--- src/rtl/hub75_rx_monitor.sv ---
// HUB75 panel-side receiver: oversamples the panel pins, rebuilds the latched row
// and emits one record per OE_n-low display interval.
module hub75_rx_monitor #(
  parameter int hpixel_p   = 64,
  parameter int vpixel_p   = 64,
  parameter int segments_p = 2,
  parameter int cnt_w_p    = 16
) (
  input  logic                                 clk,
  input  logic                                 rst,
  input  logic                                 i_hub_clk,
  input  logic                                 i_hub_lat,
  input  logic                                 i_hub_oe_n,
  input  logic [$clog2(vpixel_p)-1:0]          i_hub_addr,
  input  logic [3*segments_p-1:0]              i_hub_rgb,
  input  logic                                 i_clear,
  input  logic                                 i_ready,
  output logic                                 o_valid,
  output logic [$clog2(vpixel_p)-1:0]          o_row,
  output logic [cnt_w_p-1:0]                   o_on_cycles,
  output logic [$clog2(hpixel_p):0]            o_shift_cnt,
  output logic [hpixel_p*3*segments_p-1:0]     o_data,
  output logic                                 o_cnt_err,
  output logic                                 o_lat_err,
  output logic                                 o_addr_err,
  output logic                                 o_overflow
);

  // state | meaning
  // IDLE  | OE_n high, waiting for a display interval
  // ON    | OE_n low, counting on-time and watching for LAT/address faults
  // EMIT  | interval ended, record handed to the output slot this cycle
  typedef enum logic [1:0] {st_idle, st_on, st_emit} state_t;

  localparam int aw_l = $clog2(vpixel_p);
  localparam int rw_l = 3 * segments_p;
  localparam int sw_l = $clog2(hpixel_p) + 1;
  localparam int dw_l = hpixel_p * rw_l;
  localparam logic [sw_l-1:0] full_l = sw_l'(hpixel_p);

  state_t state, state_nxt;

  logic [2:0]      clk_sr, lat_sr, oe_sr;
  logic [aw_l-1:0] addr_s1, addr_s2;
  logic [rw_l-1:0] rgb_s1, rgb_s2;

  logic            clk_rise, lat_rise, oe_fall, oe_rise, oe_low;

  logic [dw_l-1:0] shreg, shreg_nxt, lat_data;
  logic [sw_l-1:0] shift_cnt, cnt_nxt, lat_cnt;
  logic [aw_l-1:0] row_q;
  logic [cnt_w_p-1:0] on_cnt;

  logic            cnt_err_set, lat_err_set, addr_err_set, ovf_set;

  // Sync chains reset to idle pin levels so leaving reset never looks like an edge.
  always_ff @(posedge clk) begin
    if (rst) begin
      clk_sr  <= 3'b000;
      lat_sr  <= 3'b000;
      oe_sr   <= 3'b111;
      addr_s1 <= '0;
      addr_s2 <= '0;
      rgb_s1  <= '0;
      rgb_s2  <= '0;
    end else begin
      clk_sr  <= {clk_sr[1:0], i_hub_clk};
      lat_sr  <= {lat_sr[1:0], i_hub_lat};
      oe_sr   <= {oe_sr[1:0], i_hub_oe_n};
      addr_s1 <= i_hub_addr;
      addr_s2 <= addr_s1;
      rgb_s1  <= i_hub_rgb;
      rgb_s2  <= rgb_s1;
    end
  end

  assign clk_rise = clk_sr[1] & ~clk_sr[2];
  assign lat_rise = lat_sr[1] & ~lat_sr[2];
  assign oe_fall  = ~oe_sr[1] & oe_sr[2];
  assign oe_rise  = oe_sr[1] & ~oe_sr[2];
  assign oe_low   = ~oe_sr[1];

  // A shift coinciding with a latch is applied first, so the latch sees it.
  always_comb begin
    shreg_nxt = shreg;
    cnt_nxt   = shift_cnt;
    if (clk_rise) begin
      shreg_nxt = {rgb_s2, shreg[dw_l-1:rw_l]};
      if (shift_cnt != '1) cnt_nxt = shift_cnt + 1'b1;
    end
  end

  always_ff @(posedge clk) begin
    if (rst) begin
      shreg     <= '0;
      shift_cnt <= '0;
      lat_data  <= '0;
      lat_cnt   <= '0;
    end else begin
      shreg <= shreg_nxt;
      if (lat_rise) begin
        lat_data  <= shreg_nxt;
        lat_cnt   <= cnt_nxt;
        shift_cnt <= '0;
      end else begin
        shift_cnt <= cnt_nxt;
      end
    end
  end

  always_ff @(posedge clk) begin
    if (rst) state <= st_idle;
    else     state <= state_nxt;
  end

  always_comb begin
    state_nxt = state;
    case (state)
      st_idle: if (oe_fall) state_nxt = st_on;
      st_on:   if (oe_rise) state_nxt = st_emit;
      st_emit: state_nxt = oe_fall ? st_on : st_idle;
      default: state_nxt = st_idle;
    endcase
  end

  always_ff @(posedge clk) begin
    if (rst) begin
      row_q  <= '0;
      on_cnt <= '0;
    end else if ((state == st_idle || state == st_emit) && oe_fall) begin
      row_q  <= addr_s2;
      on_cnt <= cnt_w_p'(1);
    end else if (state == st_on && !oe_rise && on_cnt != '1) begin
      on_cnt <= on_cnt + 1'b1;
    end
  end

  assign cnt_err_set  = lat_rise && (cnt_nxt != full_l);
  assign lat_err_set  = lat_rise && oe_low;
  assign addr_err_set = (state == st_on) && oe_low && (addr_s2 != row_q);
  assign ovf_set      = (state == st_emit) && o_valid && !i_ready;

  // Sticky flags: a new error wins over a simultaneous clear.
  always_ff @(posedge clk) begin
    if (rst) begin
      o_cnt_err  <= 1'b0;
      o_lat_err  <= 1'b0;
      o_addr_err <= 1'b0;
      o_overflow <= 1'b0;
    end else begin
      o_cnt_err  <= (o_cnt_err  & ~i_clear) | cnt_err_set;
      o_lat_err  <= (o_lat_err  & ~i_clear) | lat_err_set;
      o_addr_err <= (o_addr_err & ~i_clear) | addr_err_set;
      o_overflow <= (o_overflow & ~i_clear) | ovf_set;
    end
  end

  always_ff @(posedge clk) begin
    if (rst) begin
      o_valid     <= 1'b0;
      o_row       <= '0;
      o_on_cycles <= '0;
      o_shift_cnt <= '0;
      o_data      <= '0;
    end else if (state == st_emit && (!o_valid || i_ready)) begin
      o_valid     <= 1'b1;
      o_row       <= row_q;
      o_on_cycles <= on_cnt;
      o_shift_cnt <= lat_cnt;
      o_data      <= lat_data;
    end else if (o_valid && i_ready) begin
      o_valid <= 1'b0;
    end
  end

endmodule
--- config.mk ---
export PLATFORM = sky130hd
export DESIGN_NAME = hub75_rx_monitor
export DESIGN_NICKNAME = d
export VERILOG_FILES = /design/src/rtl/hub75_rx_monitor.sv
export SDC_FILE = /design/constraint.sdc
export NUM_CORES = 2
export LEC_CHECK = 0
export BUFFER_PORTS_ARGS = -buffer_cell sky130_fd_sc_hd__clkbuf_2
export CORE_ASPECT_RATIO = 0.8
export CORE_UTILIZATION = 45
export CTS_CLUSTER_DIAMETER = 30
export DETAILED_ROUTE_END_ITERATION = 7
export PLACE_DENSITY = 0.75
export SLEW_MARGIN = 10
export SYNTH_ARGS = -nofsm -noshare
export SYNTH_HDL_FRONTEND = slang
export SYNTH_SLANG_ARGS = --single-unit
--- constraint.sdc ---
create_clock -name clk -period 3 [get_ports clk]
set_input_delay 0.15 -clock clk [delete_from_list [all_inputs] [get_ports clk]]
set_output_delay 0.15 -clock clk [all_outputs]
set_load 0.02 [all_outputs]
==> summary.md <==
| Metric | Value |
|---|---|
| Drt first pass iters | `5` |
| Worst IR drop on VDD | `0.000472 V` |
| Clock power share | `54.8%` |
| Pin count of the biggest net entering global routing | `186` |
| Crit path depth | `5` |
| Die Y | `273 µm` |
| Crit path capture | `o_data[70]` |
| Commonest cells after routing, fill and taps aside | `1611 x nand2_1, 1257 x dfxtp_1, 809 x a21oi_1, 435 x clkbuf_2, 384 x o22a_1` |
| Critical path's slowest cell | `buf_4` |
| Outcome | `finished clean` |
| Postcts setup bufs | `0` |
| CP startpoint kind | `flip-flop` |
| CP max FO | `82` |
| First-pass GRT wire length | `170000 µm` |
| Clk sinks | `1257` |
| Max Slew Vio Count | `0` |
| # nets final | `4978` |
| Clock root buffer | `clkbuf_16` |
| Overall Global Routing Usage | `22.4%` |
| Final hold vios | `0` |
| Setup_tns | `0 ns` |
| Port bufs | `436` |
| Setup Skew | `0.0369 ns` |
| Internal power | `0.0312 W` |
| CP endpoint kind | `flip-flop` |
| Vias per cell | `5.29` |
| Synthesis-stage register bit count | `1257` |
| Buf/Inv on CP | `1` |
| Leakage | `20.9 nW` |
| Inserted Clock Buffers | `182` |
| Reg area | `25200 µm²` |
| WL final | `109000 µm` |
| Core ar. | `91000 µm²` |
| CP arrival | `2.87 ns` |
| Final setup viols | `0` |
| Reg power frac | `42.8%` |
| FF-to-FF End | `o_data[70]` |
| Comb pwr share | `2.4%` |
| Power density cells | `783 nW/µm²` |
| Yosys top cell by area | `dfxtp_1` |
| Initial antenna violation count | `0` |
| Setup WS post-layout | `0.788 ns` |
| Initial core utilization | `45.4%` |
| Top_reg_cell synth | `dfxtp_1` |
| RSZ-0062 raised after global routing | `false` |
| Fmax | `452 MHz` |
| Rel. slew slack | `27.9%` |
| Gate Count Post-Synth | `4626` |
| Switching portion of total power | `22.2%` |
| # diodes | `0` |
| FILL cells | `7877` |
| Worst-Skew Late Latency | `0.75 ns` |
| CP Class | `reg -> reg` |
| Vias in the first global route | `31700` |
| Synth top area share | `60.9%` |
| Multi-input logic area | `14800 µm²` |
| GR Overflow Total | `0` |
| Class of the worst hold path | `in -> reg` |
| Reg2reg path depth | `5` |
| DP Worst Slack | `0.863 ns` |
| Layout cell share with drive strength beyond 1 | `16.3%` |
| H-tree depth | `4` |
| Synth warn | `0` |
| Die ar. | `93100 µm²` |
| Row cnt | `99` |
| Clock Path Buffers | `3` |
| CP delay by family, top | `buffers and inverters` |
| DR WL/cell | `17.2 µm` |
| Iter 0 DRT Violations | `2487` |
| Cell breakdown of the critical path | `nor2b_1 -> nand2_4 -> buf_4 -> nand2_1 -> a21oi_1` |
| Worst reg-to-reg setup slack | `0.79 ns` |
| Post-synthesis cell area | `41300 µm²` |
| Synth top area cells | `dfxtp_1 61%, nand2_1 15%, a21oi_1 9.8%` |
| Worst Setup SP | `state[0]` |
| Via count | `33500` |
| Seq/Total Area, Yosys | `60.9%` |
| Post-synth EDFFs | `0` |
| Worst EP required | `3.66 ns` |
| Mean area per synthesized cell | `8.94 µm²` |
| Min Tclk post-route | `2.21 ns` |
| Io pins | `437` |
| Synthesized Nets | `4647` |
| Commonest non-fill, non-tap cell in the layout | `nand2_1` |
| Async set-reset flop share out of synthesis | `0%` |
| Max Cap Viol | `0` |
| Net Sw Power | `0.00893 W` |
| Final antenna-violating net count | `0` |
| CTS tree | `yes` |
| Reg clk slew, reported paths | `0.06 ns` |
| HPWL after DPL | `64800 µm` |
| Post-synth cell types | `49` |
| Drc violations | `0` |
| Placer congestion estimate | `0.831` |
| Chip width | `341 µm` |
| Slew @ Worst Pin | `1.08 ns` |
| Fin crit share | `73.7%` |
| Crit-path max cell delay | `0.71 ns` |
| Worst reg2reg startpoint | `state[0]` |
| Area growth, synth to finish | `23.9%` |
==> worst reg2reg max path: stages (launching register included) <==
cell,delay (ns)
dfxtp_1,0.40
nor2b_1,0.11
nand2_4,0.42
buf_4,0.73
nand2_1,0.27
a21oi_1,0.20
==> timing repair <==
action,4_1_cts,5_1_grt
hold buffers,18,0
endpoints found under the hold margin,74,0
gates resized for setup,0,0
==> layer usage <==
layer | vias up | track usage, % | wire [µm]
met5 | - | 0 | 0
met4 | 0 | 7.15 | 2440
met2 | 879 | 35.3 | 49900
li1 | 16300 | - | -
met3 | 177 | 5.30 | 7020
met1 | 16200 | 30.3 | 49300
==> flip-flops by register name, summed over array words and instances, names as in the netlist, 7 cells and up <==
name and cells:
lat_data 384, shreg 384, on_cnt 16, o_shift_cnt 7, lat_cnt 7, o_on_cycles 16
shift_cnt 7, o_data 384
==> cell usage after synthesis (all sizes together) (7+ instances only) <==
cell type and number:
a211oi 14, nand2 1612, nand3 10, xor2 7
nand4 7, clkbuf 344, o22a 384, nor2b 35
a21oi 809, buf 21, nor2 31, mux2i 14
dfxtp 1257
==> worst min-delay path by stage <==
stage / start / endpoint / slack, ns / cells past startpoint
after CTS: i_hub_oe_n / oe_sr[0] / 0.1 / 3
after global placement: i_hub_oe_n / oe_sr[0] / 0.36 / 2
after global routing: i_hub_addr[3] / addr_s1[3] / 0.16 / 3
final: i_hub_rgb[0] / rgb_s1[0] / 0.16 / 3
after floorplan: i_hub_oe_n / oe_sr[0] / 0.25 / 1
after detailed placement: i_hub_oe_n / oe_sr[0] / 0.36 / 2
==> logic make-up after synthesis <==
| group | count (synthesis) | synth area share (%) |
|---|---|---|
| compound gates | 1233 | 18.7 |
| flops | 1257 | 60.9 |
| buf+inv | 370 | 3.38 |
| simple gates | 1740 | 16.5 |
| fa+ha+maj | 2 | 0.0605 |
| mux | 14 | 0.339 |
| xor+xnor | 10 | 0.212 |
==> area by class of cell <==
type	count	area share (%)
inverters	5	0.0366
flip-flops and latches	1257	49.1
well taps	1212	2.96
clock inverters	121	3.02
repair buffers	512	6.31
multi-input cells	2999	28.9
clock buffers	217	9.62
==> power by group through the flow <==
stage	combinational (W)	sequential (W)	clock (W)
after floorplan	0.000694	0.0175	0
after global placement	0.000949	0.0175	0
after detailed placement	0.000963	0.0175	0
after CTS	0.000986	0.0172	0.0223
after global routing	0.00105	0.0172	0.0231
final	0.000981	0.0172	0.0220
==> metrics by stage <==
stage          power, W  instance area (µm²)  hold WS [ns]  utilization [%]  instances
2_1_floorplan    0.0182                41300         0.254                -       4626
3_3_place_gp     0.0185                44600         0.361             49.0       5967
3_5_place_dp     0.0185                44600         0.359             49.0       5967
4_1_cts          0.0404                51200        0.0972             56.3       6323
5_1_grt          0.0413                51200         0.160             56.3       6323
6_report         0.0401                51200         0.157             56.3       6323
Power figures use the tool's default switching activity.
